===== config.mk =====
export PLATFORM = sky130hd
export DESIGN_NAME = cc_level_sequencer_player_2
export DESIGN_NICKNAME = d
export VERILOG_FILES = /design/src/rtl/cc_level_sequencer_player_2.sv
export SDC_FILE = /design/constraint.sdc
export NUM_CORES = 1
export LEC_CHECK = 0
export CAP_MARGIN = 40
export CORE_MARGIN = 1
export CORE_UTILIZATION = 40
export DETAILED_ROUTE_END_ITERATION = 8
export GPL_TIMING_DRIVEN = 0
export PLACE_DENSITY_LB_ADDON = 0.15
export RECOVER_POWER = 50
export SLEW_MARGIN = 10
export SYNTH_ARGS = -nofsm -noshare
export SYNTH_HDL_FRONTEND = slang
export SYNTH_SLANG_ARGS = --single-unit

===== constraint.sdc =====
create_clock -name CC_LEVEL_SEQUENCER_PLAYER_2_CLOCK_50 -period 4.43 [get_ports CC_LEVEL_SEQUENCER_PLAYER_2_CLOCK_50]
set_clock_uncertainty 0.15 [all_clocks]
set_input_delay 0.886 -clock CC_LEVEL_SEQUENCER_PLAYER_2_CLOCK_50 [delete_from_list [all_inputs] [get_ports CC_LEVEL_SEQUENCER_PLAYER_2_CLOCK_50]]
set_output_delay 0.886 -clock CC_LEVEL_SEQUENCER_PLAYER_2_CLOCK_50 [all_outputs]
set_load 0.02 [all_outputs]

===== src/rtl/cc_level_sequencer_player_2.sv =====
// Level sequencer for player 2: drives the level/state code and the progress index into the
// level data handler, stepping through intro and play phases on a prescaled timer.
module cc_level_sequencer_player_2 #(
    parameter int unsigned CURRENTLEVEL_DATAWIDTH  = 3,
    parameter int unsigned LEVELPROGRESS_DATAWIDTH = 5,
    parameter int unsigned PRESCALER_DATAWIDTH     = 24,
    parameter int unsigned STEP_TICKS              = 12500000,
    parameter int unsigned INTRO_STEPS             = 4,
    parameter int unsigned CRASH_STEPS             = 3,
    parameter int unsigned LVL1_LENGTH             = 10,
    parameter int unsigned LVL2_LENGTH             = 15,
    parameter int unsigned LVL3_LENGTH             = 20
) (
    input  logic                               CC_LEVEL_SEQUENCER_PLAYER_2_CLOCK_50,
    input  logic                               CC_LEVEL_SEQUENCER_PLAYER_2_RESET_InLow,
    input  logic                               CC_LEVEL_SEQUENCER_PLAYER_2_Start_InLow,
    input  logic                               CC_LEVEL_SEQUENCER_PLAYER_2_Pause_InLow,
    input  logic                               CC_LEVEL_SEQUENCER_PLAYER_2_Crash_InLow,
    input  logic                               CC_LEVEL_SEQUENCER_PLAYER_2_Abort_InLow,
    output logic [CURRENTLEVEL_DATAWIDTH-1:0]  CC_LEVEL_SEQUENCER_PLAYER_2_CurrentLvl,
    output logic [LEVELPROGRESS_DATAWIDTH-1:0] CC_LEVEL_SEQUENCER_PLAYER_2_LvlProgress,
    output logic                               CC_LEVEL_SEQUENCER_PLAYER_2_LevelDone,
    output logic                               CC_LEVEL_SEQUENCER_PLAYER_2_GameWon
);

    localparam int unsigned IntroW = (INTRO_STEPS < 2) ? 1 : $clog2(INTRO_STEPS);
    localparam int unsigned HoldW  = $clog2(CRASH_STEPS + 1);
    localparam int unsigned ProgW  = LEVELPROGRESS_DATAWIDTH;
    localparam int unsigned PscW   = PRESCALER_DATAWIDTH;

    // The state code is the CurrentLvl value seen downstream.
    typedef enum logic [2:0] {
        StIdle   = 3'd0,
        StIntro1 = 3'd1,
        StPlay1  = 3'd2,
        StIntro2 = 3'd3,
        StPlay2  = 3'd4,
        StIntro3 = 3'd5,
        StPlay3  = 3'd6,
        StWon    = 3'd7
    } state_e;

    logic clk;
    logic rst_n;
    logic start;
    logic paused;
    logic crash;
    logic abort;

    assign clk    = CC_LEVEL_SEQUENCER_PLAYER_2_CLOCK_50;
    assign rst_n  = CC_LEVEL_SEQUENCER_PLAYER_2_RESET_InLow;
    assign start  = ~CC_LEVEL_SEQUENCER_PLAYER_2_Start_InLow;
    assign paused = ~CC_LEVEL_SEQUENCER_PLAYER_2_Pause_InLow;
    assign crash  = ~CC_LEVEL_SEQUENCER_PLAYER_2_Crash_InLow;
    assign abort  = ~CC_LEVEL_SEQUENCER_PLAYER_2_Abort_InLow;

    state_e             state_q, state_d;
    logic [ProgW-1:0]   prog_q, prog_d;
    logic [PscW-1:0]    presc_q, presc_d;
    logic [IntroW-1:0]  intro_q, intro_d;
    logic [HoldW-1:0]   hold_q, hold_d;
    logic               done_q, done_d;
    logic               won_q, won_d;

    logic               in_intro;
    logic               in_play;
    logic               step;
    logic [ProgW-1:0]   level_len;

    assign in_intro = (state_q == StIntro1) || (state_q == StIntro2) || (state_q == StIntro3);
    assign in_play  = (state_q == StPlay1) || (state_q == StPlay2) || (state_q == StPlay3);
    assign step     = (in_intro || in_play) && (presc_q == PscW'(STEP_TICKS - 1));

    always_comb begin
        level_len = ProgW'(LVL3_LENGTH);
        if (state_q == StPlay1) begin
            level_len = ProgW'(LVL1_LENGTH);
        end else if (state_q == StPlay2) begin
            level_len = ProgW'(LVL2_LENGTH);
        end
    end

    always_ff @(posedge clk or negedge rst_n) begin
        if (!rst_n) begin
            state_q <= StIdle;
            prog_q  <= '0;
            presc_q <= '0;
            intro_q <= '0;
            hold_q  <= '0;
            done_q  <= 1'b0;
            won_q   <= 1'b0;
        end else begin
            state_q <= state_d;
            prog_q  <= prog_d;
            presc_q <= presc_d;
            intro_q <= intro_d;
            hold_q  <= hold_d;
            done_q  <= done_d;
            won_q   <= won_d;
        end
    end

    always_comb begin
        state_d = state_q;
        prog_d  = prog_q;
        presc_d = presc_q;
        intro_d = intro_q;
        hold_d  = hold_q;
        done_d  = 1'b0;
        if (abort) begin
            state_d = StIdle;
            prog_d  = '0;
            presc_d = '0;
            intro_d = '0;
            hold_d  = '0;
        end else if (!paused) begin
            if (in_intro || in_play) begin
                presc_d = step ? '0 : presc_q + 1'b1;
            end
            unique case (state_q)
                StIdle, StWon: begin
                    if (start) begin
                        state_d = StIntro1;
                        prog_d  = '0;
                    end
                end
                StIntro1, StIntro2, StIntro3: begin
                    if (step) begin
                        if (intro_q == IntroW'(INTRO_STEPS - 1)) begin
                            state_d = state_e'(state_q + 3'd1);
                            prog_d  = ProgW'(1);
                            intro_d = '0;
                        end else begin
                            intro_d = intro_q + 1'b1;
                        end
                    end
                end
                StPlay1, StPlay2, StPlay3: begin
                    // A crash load takes precedence over, and swallows, a coincident step.
                    if (crash) begin
                        hold_d = HoldW'(CRASH_STEPS);
                    end else if (step) begin
                        if (hold_q != '0) begin
                            hold_d = hold_q - 1'b1;
                        end else if (prog_q < level_len) begin
                            prog_d = prog_q + 1'b1;
                        end else begin
                            state_d = state_e'(state_q + 3'd1);
                            prog_d  = '0;
                            done_d  = 1'b1;
                        end
                    end
                end
            endcase
            if (state_d != state_q) begin
                presc_d = '0;
            end
        end
        won_d = (state_d == StWon);
    end

    always_comb begin
        CC_LEVEL_SEQUENCER_PLAYER_2_CurrentLvl  = CURRENTLEVEL_DATAWIDTH'(state_q);
        CC_LEVEL_SEQUENCER_PLAYER_2_LvlProgress = prog_q;
        CC_LEVEL_SEQUENCER_PLAYER_2_LevelDone   = done_q;
        CC_LEVEL_SEQUENCER_PLAYER_2_GameWon     = won_q;
    end

endmodule


==> results of run 1 <==
==> synth_stat cells (all sizes together) (3+ instances only) <==
| cell | n |
|---|---|
| a221o | 19 |
| or3 | 6 |
| or2 | 4 |
| nor3 | 16 |
| nand2 | 24 |
| a21oi | 7 |
| o21ai | 8 |
| dfrtp | 38 |
| ha | 15 |
| o21a | 6 |
| inv | 16 |
| buf | 7 |
| a31oi | 5 |
| mux2i | 4 |
| nand3 | 13 |
| nor2 | 29 |
| nor4 | 9 |
| clkbuf | 5 |
| nand4 | 9 |
| and3 | 3 |
| and2 | 12 |
| nor2b | 3 |
| a211oi | 3 |
==> final cells by class <==
type,count,area [µm²],area share [%]
sequential,38,951,32.6
timing repair buffer,15,138,4.72
clock buffer,7,86.3,2.96
inverter,16,60.1,2.06
buffer,12,71.3,2.44
tap,75,93.8,3.22
clock inverter,1,5.00,0.172
multi-input combinational,224,1510,51.8
==> power by group through the flow <==
stage          clock, W  combinational, W  sequential, W
2_1_floorplan         0         0.0000393       0.000359
3_3_place_gp          0         0.0000675       0.000359
3_5_place_dp          0         0.0000703       0.000358
4_1_cts        0.000262         0.0000706       0.000351
5_1_grt        0.000278         0.0000745       0.000352
6_report       0.000250         0.0000664       0.000352
==> stage by stage <==
step	instance area (µm²)	util (%)
floorplan	2590	-
global placement	2830	46.4
detailed placement	2850	46.8
CTS	2940	48.3
global route	2920	47.9
finish	2920	47.9
==> layout by cell type (no fill, tap or decap), drive strengths merged, types with 2 or more instances in the layout <==
master / Yosys / routed
mux2i: 4 / 4
nor4: 9 / 9
or2: 4 / 4
nor3: 16 / 16
o21ai: 8 / 8
a21o: 2 / 2
inv: 16 / 16
ha: 15 / 15
nand3: 13 / 13
o221ai: 2 / 2
a31oi: 5 / 5
or4b: 2 / 2
a221o: 19 / 19
and3: 3 / 3
dfrtp: 38 / 38
dlygate4sd3: 0 / 5
or3: 6 / 6
clkdlybuf4s50: 0 / 8
nor3b: 2 / 2
and2: 12 / 12
nand4: 9 / 9
a211o: 2 / 2
buf: 7 / 7
o21a: 6 / 6
nor4b: 2 / 2
a21boi: 2 / 2
clkbuf: 5 / 14
nor2: 29 / 29
a21oi: 7 / 7
a211oi: 3 / 3
nor2b: 3 / 3
nand2: 24 / 24
==> routing by layer <==
layer / GRT usage (%) / vias to the layer above
met5: 0 / -
met4: 5.34 / 0
met3: 3.74 / 2
met2: 30.0 / 33
met1: 28.6 / 1058
li1: - / 1135
==> cells by family (layout without fill, tap and decap cells) <==
kind of cell | Yosys count | in the layout | share of synthesized area, %
AOI/OAI and AO/OA | 66 | 66 | 21.3
xor gates and xnor gates | 1 | 1 | 0.338
adders and majority gates | 15 | 15 | 7.23
buffers and inverters | 28 | 51 | 5.06
DFF | 38 | 38 | 36.6
muxes | 5 | 5 | 1.98
and+or+nand+nor | 137 | 137 | 27.5
==> how the worst max path moves through the flow <==
stage,end
floorplan,presc_q[22]
global placement,presc_q[20]
detailed placement,presc_q[12]
CTS,presc_q[18]
global route,presc_q[18]
finish,presc_q[20]
==> flip-flops by register name, indices dropped and copies added (netlist names) <==
name and cells:
hold_q 2, CC_LEVEL_SEQUENCER_PLAYER_2_LvlProgress 5, CC_LEVEL_SEQUENCER_PLAYER_2_LevelDone 1, intro_q 2, CC_LEVEL_SEQUENCER_PLAYER_2_CurrentLvl 3, presc_q 24, CC_LEVEL_SEQUENCER_PLAYER_2_GameWon 1
==> summary by stage, run 1 <==
Global route
The global router's overall resource usage is 19.8%. For this run the aggregate overflow at the end of global routing stands at 0. Entering global routing, the biggest net connects 23 pins. The number of antenna violations at the first check in global routing was 0. The first global-routing pass estimated 10300 µm of wire.

The via count of the first global-routing pass is 2152.

Clocking
The clock tree from TritonCTS is yes. The clock drives 38 sinks. The number of buffers on the longest clock path is 2. For this design, the CTS-stage hold fixing added 0 buffers. The H-tree generated during clock tree synthesis spans 2 levels. After clock tree synthesis, the clock-pin slew on the worst setup and hold paths is 0.08 ns. The clock reaches the later pin of the worst-skew pair after 0.28 ns.

The post-CTS setup buffer count is 0. The clock tree root driver cell is sky130_fd_sc_hd__clkbuf_8. The number of gates resized after cts is 0. In this run, CTS created clock tree buffers numbering 5.

Pwr
The overall power consumption is 0.000668 W. The proportion of power drawn by flip-flops and latches is 52.6%. The total power density per cell area is 229 mW/mm². The share of total power dissipated in combinational logic is 9.9%. The switching power total is 0.000172 W. VDD sags by at most 0.181 mV. The part of the power in the clock network is 37.4%. Summed over all cells, the static leakage comes to 1.23 nW.

The internal power of the cells totals 0.000496 W. Of the total power, the share spent switching nets is 25.7%.

Worst setup path
The critical path starts at CC_LEVEL_SEQUENCER_PLAYER_2_CurrentLvl[0]. Measured in cells, the most critical reg-to-reg path has a length of 14. Along the worst path, the maximum fanout reaches 10.

The signal on the critical path passes through inv_1, ha_1, nor2b_1, a21o_1, ha_1, a21oi_1, o221ai_1, o221ai_1, o21ai_0, a211oi_2, and2_1, buf_2, buf_2, a221o_1. At the worst endpoint, the required time is 4.50 ns. The cell depth of the worst setup path is 14.

The endpoint type of the worst setup path is a register. The critical path arrival is 4.17 ns. The internal reg-to-reg setup slack is 0.33 ns. The total buffers and inverters traversed by the critical path is 3. The worst flop-to-flop path endpoint is presc_q[20]. On the critical path the largest part of the delay comes from compound AO/OA/AOI/OAI gates. The type of the worst setup path is reg -> reg.

The worst setup path is launched from a register. The largest individual stage delay along the critical path comes from the cell sky130_fd_sc_hd__a211oi_2. The highest cell delay on the worst timing path is 0.50 ns.

The startpoint of the most critical register-to-register path is CC_LEVEL_SEQUENCER_PLAYER_2_CurrentLvl[0].

Route
The number of vias in the routed layout is 2228. For this run, the detailed router's first-pass iteration total came to 4. After detailed routing, the number of remaining DRC violations is 0. The routed design has 5910 µm of wire. The highest metal layer carrying signal wires in the routed design is met4. After detailed routing, the number of vias per cell comes to 5.74. The post-route met1 wirelength is 3080 µm. The number of DRC markers in iteration 0 is 145. The count of nets left with antenna violations once routing finished came out at 0.

After detailed routing, the average wire length per cell comes to 15.2 µm. The routed design uses 208 µm of met3 wire. The met2 wire length is 2600 µm.

Timing
The headroom to the max-slew limit is 19.1%. Hold timing on the final database bottoms out at a slack of 0.377 ns. The count of final hold-check violations came to 0. The setup TNS after final layout is 0 ns. Setup slack closes at 0.332 ns. Dividing the final minimum period by the clock period gives 92.5%. Setup violations remaining at the end of the flow were counted as 0.

The max-slew violation total from the final report came to 0. At the pin with the least slew margin, the transition time is 1.21 ns. For this run, the top clock speed supported by timing is 244 MHz. The final critical path time including I/O delays and setup is 4.10 ns. Setup repair after global routing left no endpoint under its margin.

Worst hold path
Counting instances, the worst hold path has a depth of 1. The capture endpoint of the worst hold path is presc_q[4]. The classification of the worst-slack hold path is reg -> reg. The startpoint identified for the worst hold timing path is presc_q[4].

Run status
The run finished with clean final reports.

Logic synthesis
Synthesis produced 290 cells. The total of flip-flops plus latches after synthesis is 38. The top cell type's share of synthesized area is 36.6%.

The number of nets in the synthesized netlist is 311. The sequential area share after synthesis is 36.6%. The number of warnings issued by yosys is 0. The biggest area contributor in the post-synthesis netlist is sky130_fd_sc_hd__dfrtp_1.

The count of distinct cell types in the synthesized netlist is 53. Of all flip-flops after synthesis, the portion carrying an async set or reset was 100%. The synthesized netlist occupies a cell area of 0.00259 mm². Counting flops with a built-in enable in the synthesized netlist gives 0.

The average cell area after synthesis is 8.95 µm². For this run, the leading register cell type out of synthesis is sky130_fd_sc_hd__dfrtp_1. By area the synthesized netlist is led by sky130_fd_sc_hd__dfrtp_1, sky130_fd_sc_hd__ha_1, sky130_fd_sc_hd__a221o_1, sky130_fd_sc_hd__nor2_1, sky130_fd_sc_hd__a221o_2.

Cells and area
After the last flow step, the layout net total stands at 333. Fill cells in the final layout number 618. Leaving out filler cells and counting taps, the final layout contains 388. The area growth from synthesis to layout is 12.4%. 0 antenna diodes ended up in the layout. Of the cells placed in the final design, the portion with a size suffix greater than 1 is 11.2%.

Floorplan
After floorplanning, the core was sized to cover 0.00610 mm². The top-level I/O count is 16. The chip height is 82.5 µm. The row count is 28. In this run the horizontal extent of the chip is 82.5 µm.

The initial utilization of the core area, before any placement, comes to 42.6%. The die area is 0.00681 mm².

Placement
In this run, placement finished with an instance count of 380. Prior to clock tree synthesis, the placed netlist has a worst setup slack of 0.365 ns. Summed over all nets, the half-perimeter wirelength after detailed placement is 4370 µm. The congestion estimate from routability-driven global placement came to 0.903. The number of input and output port buffers inserted is 14.

Flow run
Max-cap violations in this run came to 0.
Power figures use the tool's default switching activity.
==> run 2: changes to the inputs <==
--- a/config.mk
+++ b/config.mk
@@ -6,7 +6,6 @@
 export NUM_CORES = 1
 export LEC_CHECK = 0
 export CAP_MARGIN = 40
-export CORE_MARGIN = 1
 export CORE_UTILIZATION = 40
 export DETAILED_ROUTE_END_ITERATION = 8
 export GPL_TIMING_DRIVEN = 0
==> results of run 2 <==
Same layout as run 1: the final DEF is identical, and so are final timing and power.
==> run 3: changes to the inputs <==
--- a/config.mk
+++ b/config.mk
@@ -6,10 +6,11 @@
 export NUM_CORES = 1
 export LEC_CHECK = 0
 export CAP_MARGIN = 40
+export CORE_ASPECT_RATIO = 1.25
 export CORE_UTILIZATION = 40
 export DETAILED_ROUTE_END_ITERATION = 8
 export GPL_TIMING_DRIVEN = 0
-export PLACE_DENSITY_LB_ADDON = 0.15
+export PLACE_DENSITY = 0.64
 export RECOVER_POWER = 50
 export SLEW_MARGIN = 10
 export SYNTH_ARGS = -nofsm -noshare
==> summary by stage, run 3 (synthesis gave the netlist of run 1 again) <==
Global route
The via count of the first global-routing pass was 2161. The global router's overall resource usage is 19.3%. The first global-routing pass estimated 10100 µm of wire.

The number of antenna violations at the first check in global routing came to 0. The pin count of the biggest net entering global routing is 22. The residual overflow from global routing is 0.

Floorplan
In this run the vertical extent of the chip is 92.1 µm. The starting density of the core is 41.8%. The top-level I/O count is 16. The row count is 32. The die is 74.0 µm wide. The die area is 0.00682 mm². The core region is 0.00621 mm².

Placement
Input and output buffers added on the ports amount to 14. The wire-length estimate of the detail-placed layout is 4430 µm. The setup slack after placement is 0.361 ns. The congestion estimate from routability-driven global placement came to 0.877.

The post-detailed-placement cell area is 0.00286 mm². The instance count after placement with tap cells included is 390.

Timing
The setup TNS after final layout is 0 ns. At the pin with the least slew margin, the transition time is 1.19 ns. The final critical path time including I/O delays and setup is 4.03 ns.

The share of the clock period used by the worst path after layout is 90.9%. Setup repair after global routing left no endpoint under its margin. The number of setup violations in the final report is 0. The count of final hold-check violations is 0. The max-slew violation total from the final report was 0. Headroom to the max-slew limit came out at 20.9%. For this run, the top clock speed supported by timing is 248 MHz. The final critical-path setup slack is 0.403 ns.

Route
Once detail routing completed, the nets flagged for antenna violations numbered 0. Dividing the detail-routed wire length by the instance count gives 14.9 µm. The number of vias in the routed layout is 2273. The total iterations of the first detailed-routing run is 4. For this block, the initial DRC count from the detailed router was 108. After detailed routing, the number of remaining DRC violations is 0. The average vias per placed instance is 5.70. The post-detailed-routing wire length is 5950 µm.

Clocking
The clock passes through at most 2 buffers. Buffers inserted to repair hold after CTS numbered 0. The clock latency at the later pin of the worst-skew pair is 0.30 ns. The tree is rooted in a sky130_fd_sc_hd__clkbuf_8. Once the clock tree was built, the setup fixing pass inserted 0 buffers. The number of gates resized after cts is 0.

The clock sink count is 38. The number of buffers created by CTS is 5. TritonCTS built the clock tree. In this run the number of H-tree levels came out at 2. The clock transition at the register clock pins on the worst setup and hold paths after CTS is 0.07 ns.

Pwr
The worst IR drop on VDD is 0.124 mV. In this run the power density over the cells is 244 mW/mm². The analysis attributes to cell leakage a power of 1.24 nW. The overall power consumption is 0.000724 W.

Worst setup path
By startpoint and endpoint, the worst setup path is classified as reg -> reg. The endpoint type of the worst setup path is a register. The critical path arrival is 4.11 ns. The element type at the critical path start is a register. The required arrival time at the worst endpoint is 4.51 ns. The top fanout value on the critical path is 10.

Cells and area
The area growth from synthesis to layout is 14.3%. The number of nets in the final layout is 335. The register with the most flip-flops in the layout has 24 of them. Excluding fillers, the count of instances in the completed layout stands at 399. presc_q holds more flip-flops than any other register.

0 antenna diodes ended up in the layout. The post-route netlist has 11.8% of its cells at a drive strength greater than 1. Leaving out fill and tap cells, the most frequent cell in the layout is sky130_fd_sc_hd__dfrtp_1.

The summed area of non-filler cells in the final layout is 0.00297 mm². In the layout the commonest cells are sky130_fd_sc_hd__dfrtp_1, sky130_fd_sc_hd__nor2_1, sky130_fd_sc_hd__nand2_1.

Flow run
The tool flagged a number of max-cap violations equal to 0.

Worst hold path
The classification of the worst-slack hold path is reg -> reg.

Run status
The flow ran to the end, and the final reports show no timing, DRC or antenna violations.
run 3: layout make-up:
class	count	area (µm²)
Sequential cell	38	951
Fill cell	625	3240
Clock buffer	6	82.6
Clock inverter	1	30.0
Buffer	12	71.3
Tap cell	85	106
Inverter	16	60.1
Multi-Input combinational cell	224	1510
Timing Repair Buffer	17	153
run 3: worst paths after layout:
check                                                               start          end  slack, ns  cells after the start
min in group asynchronous         CC_LEVEL_SEQUENCER_PLAYER_2_RESET_InLow   presc_q[9]       0.57                      1
worst max register to register  CC_LEVEL_SEQUENCER_PLAYER_2_CurrentLvl[0]  presc_q[18]       0.40                     14
worst max-delay path            CC_LEVEL_SEQUENCER_PLAYER_2_CurrentLvl[0]  presc_q[18]       0.40                     14
worst min-delay path                                           presc_q[4]   presc_q[4]       0.38                      1
worst min register to register                                 presc_q[4]   presc_q[4]       0.38                      1
max in group asynchronous         CC_LEVEL_SEQUENCER_PLAYER_2_RESET_InLow  presc_q[22]       1.96                      2
run 3: critical path: stages (launching register included):
cell	delay, ns
sky130_fd_sc_hd__dfrtp_1	0.43
sky130_fd_sc_hd__inv_1	0.15
sky130_fd_sc_hd__ha_1	0.25
sky130_fd_sc_hd__nor2b_1	0.15
sky130_fd_sc_hd__a21o_1	0.16
sky130_fd_sc_hd__ha_1	0.30
sky130_fd_sc_hd__a21oi_1	0.16
sky130_fd_sc_hd__o221ai_1	0.21
sky130_fd_sc_hd__o221ai_1	0.41
sky130_fd_sc_hd__o21ai_0	0.29
sky130_fd_sc_hd__a211oi_2	0.46
sky130_fd_sc_hd__and2_1	0.18
sky130_fd_sc_hd__buf_2	0.22
sky130_fd_sc_hd__buf_2	0.26
sky130_fd_sc_hd__a221o_1	0.18
run 3: per-stage QoR:
step / utilization (%) / hold WS, ns
detailed placement: 46.1 / 0.369
global route: 47.8 / 0.411
floorplan: - / 0.334
global placement: 45.8 / 0.358
finish: 47.8 / 0.379
CTS: 48.0 / 0.381
run 3: where the power goes:
group	switching [W]	leakage, nW	internal (W)
combinational	0.0000456	0.656	0.0000233
sequential	0.00000307	0.530	0.000349
clock	0.000123	0.0573	0.000180
total	0.000172	1.24	0.000552
run 3: per-layer routing:
metal	GRT usage [%]	vias up	part of all wire, %
met5	0	-	0
met4	5.29	0	1.0
met3	3.41	5	2.8
met2	31.8	45	48
met1	25.5	1087	48
li1	-	1136	-
